**src/rtl/video_pixel_unpacker.sv**
```systemverilog
// Video pixel unpacker: splits packed FIFO words into pixels, expands
// colour depth and re-locks to frame blanking after a FIFO underflow.
module video_pixel_unpacker #(
    parameter int WORD_WIDTH = 64,
    parameter int PIXEL_BITS = 16,
    parameter int COLOR_BITS = 5,
    parameter int OUT_BITS   = 8,
    parameter int CNT_BITS   = 8
) (
    input  logic                  clock,
    input  logic                  reset,
    input  logic [WORD_WIDTH-1:0] word_data,
    input  logic                  word_empty,
    output logic                  word_rd,
    input  logic                  video_enable,
    input  logic                  hblank,
    input  logic                  vblank,
    input  logic                  flip,
    output logic [3*OUT_BITS-1:0] rgb_out,
    output logic                  de_out,
    output logic                  locked,
    output logic [CNT_BITS-1:0]   underflow_count
);
    localparam int PPW   = WORD_WIDTH / PIXEL_BITS;
    localparam int IDX_W = (PPW > 1) ? $clog2(PPW) : 1;
    localparam logic [IDX_W-1:0] LAST = IDX_W'(PPW - 1);
    localparam int CB = COLOR_BITS;

    typedef enum logic {UNLOCKED, LOCKED} state_t;

    state_t                state_q, state_d;
    logic [IDX_W-1:0]      idx_q, idx_d;
    logic [IDX_W-1:0]      slot;
    logic                  flip_q, flip_d;
    logic [3*OUT_BITS-1:0] rgb_q, rgb_d;
    logic                  de_q;
    logic [CNT_BITS-1:0]   cnt_q, cnt_d;
    logic                  rd_c;
    logic [PIXEL_BITS-1:0] pix_a [PPW];
    logic [PIXEL_BITS-1:0] pix;

    // MSB replication: the top OUT_BITS of {c, c}.
    function automatic logic [OUT_BITS-1:0] expand(
        input logic [CB-1:0] c
    );
        logic [2*CB-1:0] rep;
        rep = {c, c};
        return rep[2*CB-1 -: OUT_BITS];
    endfunction

    always_comb begin
        for (int i = 0; i < PPW; i++) begin
            pix_a[i] = word_data[i*PIXEL_BITS +: PIXEL_BITS];
        end
    end

    assign slot = flip_q ? (LAST - idx_q) : idx_q;
    assign pix  = pix_a[slot];

    if (PIXEL_BITS > 3*CB) begin : g_pad
        logic unused_pad;
        assign unused_pad = ^pix[PIXEL_BITS-1:3*CB];
    end

    always_comb begin
        state_d = state_q;
        idx_d   = idx_q;
        flip_d  = flip_q;
        cnt_d   = cnt_q;
        rgb_d   = '0;
        rd_c    = 1'b0;
        unique case (state_q)
            UNLOCKED: begin
                if (hblank && vblank && !word_empty) begin
                    state_d = LOCKED;
                    idx_d   = '0;
                    flip_d  = flip;
                end
            end
            LOCKED: begin
                if (video_enable) begin
                    if (word_empty) begin
                        state_d = UNLOCKED;
                        if (cnt_q != '1) begin
                            cnt_d = cnt_q + 1'b1;
                        end
                    end else begin
                        rgb_d = {expand(pix[3*CB-1:2*CB]),
                                 expand(pix[2*CB-1:CB]),
                                 expand(pix[CB-1:0])};
                        if (idx_q == LAST) begin
                            rd_c   = 1'b1;
                            idx_d  = '0;
                            flip_d = flip;
                        end else begin
                            idx_d = idx_q + 1'b1;
                        end
                    end
                end
            end
            default: ;
        endcase
    end

    // A word caught mid-way by reset is abandoned, never popped.
    assign word_rd = rd_c & ~reset;

    always_ff @(posedge clock) begin
        if (reset) begin
            state_q <= UNLOCKED;
            idx_q   <= '0;
            flip_q  <= 1'b0;
            rgb_q   <= '0;
            de_q    <= 1'b0;
            cnt_q   <= '0;
        end else begin
            state_q <= state_d;
            idx_q   <= idx_d;
            flip_q  <= flip_d;
            rgb_q   <= rgb_d;
            de_q    <= video_enable;
            cnt_q   <= cnt_d;
        end
    end

    assign rgb_out         = rgb_q;
    assign de_out          = de_q;
    assign locked          = (state_q == LOCKED);
    assign underflow_count = cnt_q;
endmodule

```
**config.mk**
```make
export PLATFORM = sky130hd
export DESIGN_NAME = video_pixel_unpacker
export DESIGN_NICKNAME = d
export VERILOG_FILES = /design/src/rtl/video_pixel_unpacker.sv
export SDC_FILE = /design/constraint.sdc
export NUM_CORES = 1
export LEC_CHECK = 0
export BUFFER_PORTS_ARGS = -buffer_cell sky130_fd_sc_hd__buf_2
export CELL_PAD_IN_SITES_DETAIL_PLACEMENT = 2
export CELL_PAD_IN_SITES_GLOBAL_PLACEMENT = 2
export CORE_AREA = 5 5 91 93
export DETAILED_ROUTE_END_ITERATION = 16
export DIE_AREA = 0 0 96 98
export PLACE_DENSITY = 0.85
export SLEW_MARGIN = 20
export SYNTH_ARGS = -nofsm -noshare
export SYNTH_HDL_FRONTEND = slang
export SYNTH_SLANG_ARGS = --single-unit
```
**constraint.sdc**
```tcl
create_clock -name clock -period 1.89 [get_ports clock]
set_input_delay 0.189 -clock clock [delete_from_list [all_inputs] [get_ports clock]]
set_output_delay 0.189 -clock clock [all_outputs]
set_load 0.05 [all_outputs]
```
==> results of run 1 <==
[power by group]
group | internal (W) | switching (W) | leakage (nW)
combinational | 0.0000909 | 0.0000857 | 0.697
clock | 0.000284 | 0.000213 | 0.0357
sequential | 0.000595 | 0.00000437 | 0.226
[path summary, 6_finish.rpt]
kind / start / to / slack [ns] / depth (start not counted)
worst min-delay path: reset / de_out / 0.1 / 2
worst max register to register: underflow_count[0] / underflow_count[1] / 0.25 / 5
worst min register to register: underflow_count[5] / underflow_count[5] / 0.55 / 2
worst max-delay path: idx_q[1] / word_rd / 0.21 / 4
[sequential cells by signal, indices dropped and copies added (netlist names)]
| name | count |
|---|---|
| locked | 1 |
| rgb_out | 15 |
| flip_q | 1 |
| underflow_count | 8 |
| de_out | 1 |
| idx_q | 2 |
[cells in the final DEF, fill, tap and decap left out, types with 2 or more instances in the layout]
cell type / n
ha_1: 2
o22ai_1: 15
nand3_1: 3
nand2_1: 9
a21oi_1: 8
dfxtp_1: 28
o21ai_0: 7
buf_4: 2
nand4_1: 2
or3_1: 3
mux2i_1: 33
clkbuf_8: 3
nand3b_1: 2
buf_2: 101
nor2_1: 9
inv_1: 2
xor2_1: 2
[area by class of cell]
class	instances	area [sq um]
fill	900	5310
multi-input combinational	111	830
sequential	28	561
timing repair buffer	104	541
tap	102	128
clock buffer	3	41.3
clock inverter	1	30.0
inverter	2	7.51
[logic make-up (layout without fill, tap and decap cells)]
group	Yosys count	in the layout	share of synthesized area [%]
AOI/OAI and AO/OA	35	35	15.1
xor gates and xnor gates	4	4	2.34
buffers and inverters	20	110	8.36
and+or+nand+nor	37	37	13.0
muxes	33	33	22.1
DFF	28	28	37.5
adders and majority gates	2	2	1.67
[per-layer routing]
metal	track usage, %	vias to the layer above
li1	-	748
met1	12.6	738
met2	21.2	64
met3	2.70	2
met4	1.97	0
met5	0	-
[worst max-delay path, stage by stage (launching register included)]
cell and delay (ns):
dfxtp_1 0.50, ha_1 0.23, nand4b_1 0.10, nor2_1 0.11, buf_2 0.27
[metrics by stage]
| stage | instance area, sq um | cells | utilization (%) | setup WS [ns] | power, W |
|---|---|---|---|---|---|
| 2_1_floorplan | 1500 | 159 | - | 0.0426 | 0.000700 |
| 3_3_place_gp | 2070 | 347 | 27.7 | 0.291 | 0.000787 |
| 3_5_place_dp | 2070 | 347 | 27.7 | 0.251 | 0.000794 |
| 4_1_cts | 2140 | 351 | 28.7 | 0.171 | 0.00130 |
| 5_1_grt | 2140 | 351 | 28.7 | 0.0985 | 0.00135 |
| 6_report | 2140 | 351 | 28.7 | 0.214 | 0.00127 |
==> impl_metrics.json, run 1 <==
{
  "synth_top_area_share_pct": 37.5,
  "synth_seq_area_share_pct": 37.5,
  "setup_violations": 0,
  "synth_top_cells_by_count": "mux2i_1 (33), dfxtp_1 (28), o22ai_1 (15)",
  "wl_met2_um": 2850,
  "leakagePower_nw": 0.959,
  "clockBufferDepth": 2,
  "final.setup.tns_ns": 0,
  "max_freq_ghz": 0.597,
  "antenna_left": 0,
  "drc": 0,
  "detailed_place_hpwl_um": 4500,
  "cp_max_fo": 4,
  "worstPathRequired_ns": 1.70,
  "post-route-period-util_pct": 88.7,
  "synth_top_area_cell": "dfxtp_1",
  "synthTopCellsByArea": "dfxtp_1 (37%), mux2i_1 (22%), o22ai_1 (6.3%)",
  "io_pins": 106,
  "synth_cell_type_count": 33,
  "post_drt_wl_per_cell_um": 15.7,
  "clk_pin_slew_ns": 0.10,
  "synth_cells": 159,
  "relSlewSlack_pct": 50.6,
  "met3WireLength_um": 442,
  "cts.sinks": 28,
  "syn2layout_area_growth_pct": 42.8,
  "port_buffers": 101,
  "die-width_um": 96,
  "topRoutingLayerUsed": "met4",
  "viasPerCell": 4.42,
  "cts_tree": "built",
  "ys_warn_count": 0,
  "first_global_vias": 1708,
  "overflow": 0,
  "hold_class": "in -> reg",
  "synth_edf_count": 0,
  "synthArstFlopShare_pct": 0,
  "antenna_found_initial": 0,
  "drive_gt1_share_pct": 44.2,
  "vdd_ir_drop_max_v": 0.000245,
  "cts_hold_buf": 0,
  "core_sq_um": 7450,
  "ys_ff_latch": 28,
  "grt_start_max_net_pins": 31,
  "gp_congestion": 0.696,
  "n_antenna_cell": 0,
  "p_per_area_nw_per_um2": 596,
  "cts_resized": 0,
  "worstMarginPinSlew_ns": 0.741,
  "wirelength_um": 5520,
  "syn_area_sq_um": 1500,
  "grtUsageTotal_pct": 11.2,
  "rsz0062_at_grt": "no",
  "slew_violations": 0,
  "synth_ff_type": "dfxtp_1",
  "endpoint_kind": "output pin",
  "dr.first_iter.drc_count": 13,
  "numCtsBuffers": 3,
  "dr.pass1.iters": 4,
  "cts_root_buf": "clkbuf_8",
  "critical_path.startpoint_type": "flop",
  "mappedNetlistNets": 232,
  "grt_first_pass_wirelength_um": 8580,
  "finalHoldViolCount": 0,
  "cap_violations": 0,
  "vias": 1552,
  "std_cell_rows": 32,
  "nNetsFinal": 323,
  "fin_crit_ns": 1.68,
  "die-area_sq_um": 9410,
  "die_h_um": 98,
  "cts_max_level": 1,
  "worstSetupPathType": "reg -> out",
  "status": "finished, final reports clean",
  "syn_avg_cell_area_sq_um": 9.41,
  "wl_met1_um": 2210,
  "start_util_pct": 20.1,
  "clkLatencyLatePin_ns": 0.28,
  "fin_skew_ns": 0.0121,
  "fin_hold_ws_ns": 0.0989,
  "crit_arrival_ns": 1.49,
  "yosysMostFrequentCell": "mux2i_1",
  "cts_setup_buffers": 0
}
No activity file was read; power rests on OpenSTA's default activity.
==> run 2: changes to the inputs <==
ABC_AREA = 1   (was not set)
CORE_AREA = 5 5 102 104   (was 5 5 91 93)
DIE_AREA = 0 0 107 109   (was 0 0 96 98)
PLACE_DENSITY = 0.86   (was 0.85)
SLEW_MARGIN = not set   (was 20)
==> run 2 against run 1 <==
  * Clock power up 2%
  * Count of clock-buffer cells in the layout unchanged
  * Synthesized cell count up 94%
  * Global-route usage up 0.91 points
  * Hold slack better by 0.018 ns
  * Clock skew down 0.0078 ns
  * Power up 10%
  * Combinational power up 62%
  * Final area up 17%
  * Register-to-register slack worse by 0.05 ns
  * Critical path type is now reg -> reg
  * Largest cell class unchanged
  * Highest routed layer is now met3
==> impl_metrics.json, run 2 <==
{
  "n_antenna_cell": 0,
  "clockBufferDepth": 2,
  "nNetsFinal": 473,
  "core_sq_um": 9460,
  "cp_max_fo": 16,
  "synth_ff_type": "dfxtp_1",
  "gp_congestion": 0.788,
  "synth_cells": 308,
  "met3WireLength_um": 318,
  "start_util_pct": 19.3,
  "std_cell_rows": 36,
  "clkLatencyLatePin_ns": 0.28,
  "synth_seq_area_share_pct": 30.7,
  "drc": 0,
  "detailed_place_hpwl_um": 5770,
  "viasPerCell": 4.24,
  "drive_gt1_share_pct": 29.1,
  "worstPathRequired_ns": 2.07,
  "p_per_area_nw_per_um2": 561,
  "vdd_ir_drop_max_v": 0.000287,
  "port_buffers": 101,
  "antenna_found_initial": 0,
  "hold_class": "in -> reg",
  "syn_area_sq_um": 1830,
  "synth_edf_count": 0,
  "status": "finished, final reports clean",
  "wl_met1_um": 2780,
  "mappedNetlistNets": 381,
  "synth_cell_type_count": 19,
  "die-area_sq_um": 11700,
  "clk_pin_slew_ns": 0.12,
  "leakagePower_nw": 1.48,
  "min_from": "reset",
  "cts_root_buf": "clkbuf_8",
  "synth_top_area_cell": "dfxtp_1",
  "cap_violations": 0,
  "max_freq_ghz": 0.593,
  "io_pins": 106,
  "wl_met2_um": 3960,
  "antenna_left": 0,
  "setup_violations": 0,
  "rsz0062_at_grt": "no",
  "cts_tree": "built",
  "cts.sinks": 28,
  "endpoint_kind": "flop",
  "cts_hold_buf": 0,
  "largest_reg_flops": 15,
  "numCtsBuffers": 3,
  "syn2layout_area_growth_pct": 36.6,
  "grt_first_pass_wirelength_um": 11400,
  "dr.first_iter.drc_count": 20,
  "overflow": 0,
  "post_drt_wl_per_cell_um": 13.8,
  "final.setup.tns_ns": 0,
  "fin_skew_ns": 0.00433,
  "rr_startpoint": "idx_q[0]",
  "die_h_um": 109,
  "critPathLaunch": "idx_q[0]",
  "first_global_vias": 2437,
  "relSlewSlack_pct": 42.6,
  "syn_avg_cell_area_sq_um": 5.93,
  "cts_setup_buffers": 0,
  "final_common_cell": "buf_2",
  "synthTopCellsByArea": "dfxtp_1 (31%), nand2_1 (17%), inv_1 (15%)",
  "ys_warn_count": 0,
  "post-route-period-util_pct": 89.2,
  "slew_violations": 0,
  "mostFrequentLayoutCells": "buf_2 (100), nand2_1 (83), inv_1 (75)",
  "worstMarginPinSlew_ns": 0.857,
  "wirelength_um": 7050,
  "grtUsageTotal_pct": 12.2,
  "fin_area_sq_um": 2500,
  "die-width_um": 107,
  "cts_resized": 0,
  "critical_path.startpoint_type": "flop",
  "vias": 2173,
  "yosysMostFrequentCell": "nand2_1",
  "dr.pass1.iters": 2,
  "topRoutingLayerUsed": "met3",
  "post_dp_cell_area_sq_um": 2420,
  "synthArstFlopShare_pct": 0,
  "grt_start_max_net_pins": 31,
  "synth_top_cells_by_count": "nand2_1 (83), inv_1 (75), nand3_1 (40)",
  "synth_top_area_share_pct": 30.7,
  "crit_arrival_ns": 1.87,
  "fin_crit_ns": 1.69,
  "ys_ff_latch": 28,
  "worstSetupPathType": "reg -> reg",
  "finalHoldViolCount": 0,
  "cts_max_level": 1
}
==> run 2: changes by cell type after synthesis, sizes merged, moves of 2 or more <==
cell,previous run,this run
or3,3,0
o22ai,15,0
nor2,9,20
nor3,0,2
a21oi,8,23
nand2,9,83
nand3,3,40
inv,2,75
mux2i,33,0
nand3b,2,0
==> run 2: logic make-up (layout without fill, tap and decap cells) <==
kind of cell    after synthesis  in the layout  share of synthesized area, %
xor+xnor                      4              4                          2.33
buf+inv                      96            187                          23.6
compound gates               31             31                          8.63
simple gates                147            147                          33.4
fa+ha+maj                     2              2                          1.37
flops                        28             28                          30.7
==> run 2: report_power, final <==
part	switching (W)	total, W	internal [W]
logic	0.000168	0.000286	0.000117
registers	0.00000848	0.000606	0.000598
clock network	0.000225	0.000509	0.000284
total	0.000401	0.00140	0.000999
==> run 2: worst paths after layout <==
path         depth (start not counted)  slack, ns                  to
min reg2reg                          2       0.56  underflow_count[7]
min                                  2       0.12              flip_q
max reg2reg                          5       0.20          rgb_out[7]
max                                  5       0.20          rgb_out[7]
==> run 2: worst max-delay path, stage by stage (launching register included) <==
cell and delay [ns]:
dfxtp_1 0.41, xnor2_2 0.69, buf_12 0.23, nand2_1 0.06, nand3_1 0.09, a21oi_1 0.09
==> run 2: layout make-up <==
cell class | instances | area [sq um]
clock buffers | 3 | 41.3
flip-flops and latches | 28 | 561
clock inverters | 1 | 30.0
fillers | 1215 | 6960
inverters | 76 | 287
well taps | 114 | 143
repair buffers | 107 | 578
multi-input cells | 184 | 857
==> run 2: layer usage <==
metal / track usage, % / up-vias
met2: 25.5 / 55
met4: 1.37 / 0
li1: - / 1091
met1: 12.6 / 1027
met3: 2.37 / 0
met5: 0 / -
==> run 2: per-stage QoR <==
stage          worst slack [ns]  instances  util [%]  power, W  hold WS, ns
2_1_floorplan            0.0975        308         -  0.000789        0.258
3_3_place_gp              0.225        509      25.6  0.000903        0.420
3_5_place_dp              0.171        509      25.6  0.000914        0.427
4_1_cts                   0.149        513      26.4   0.00143        0.107
5_1_grt                  0.0543        513      26.4   0.00148        0.105
6_report                  0.204        513      26.4   0.00140        0.117
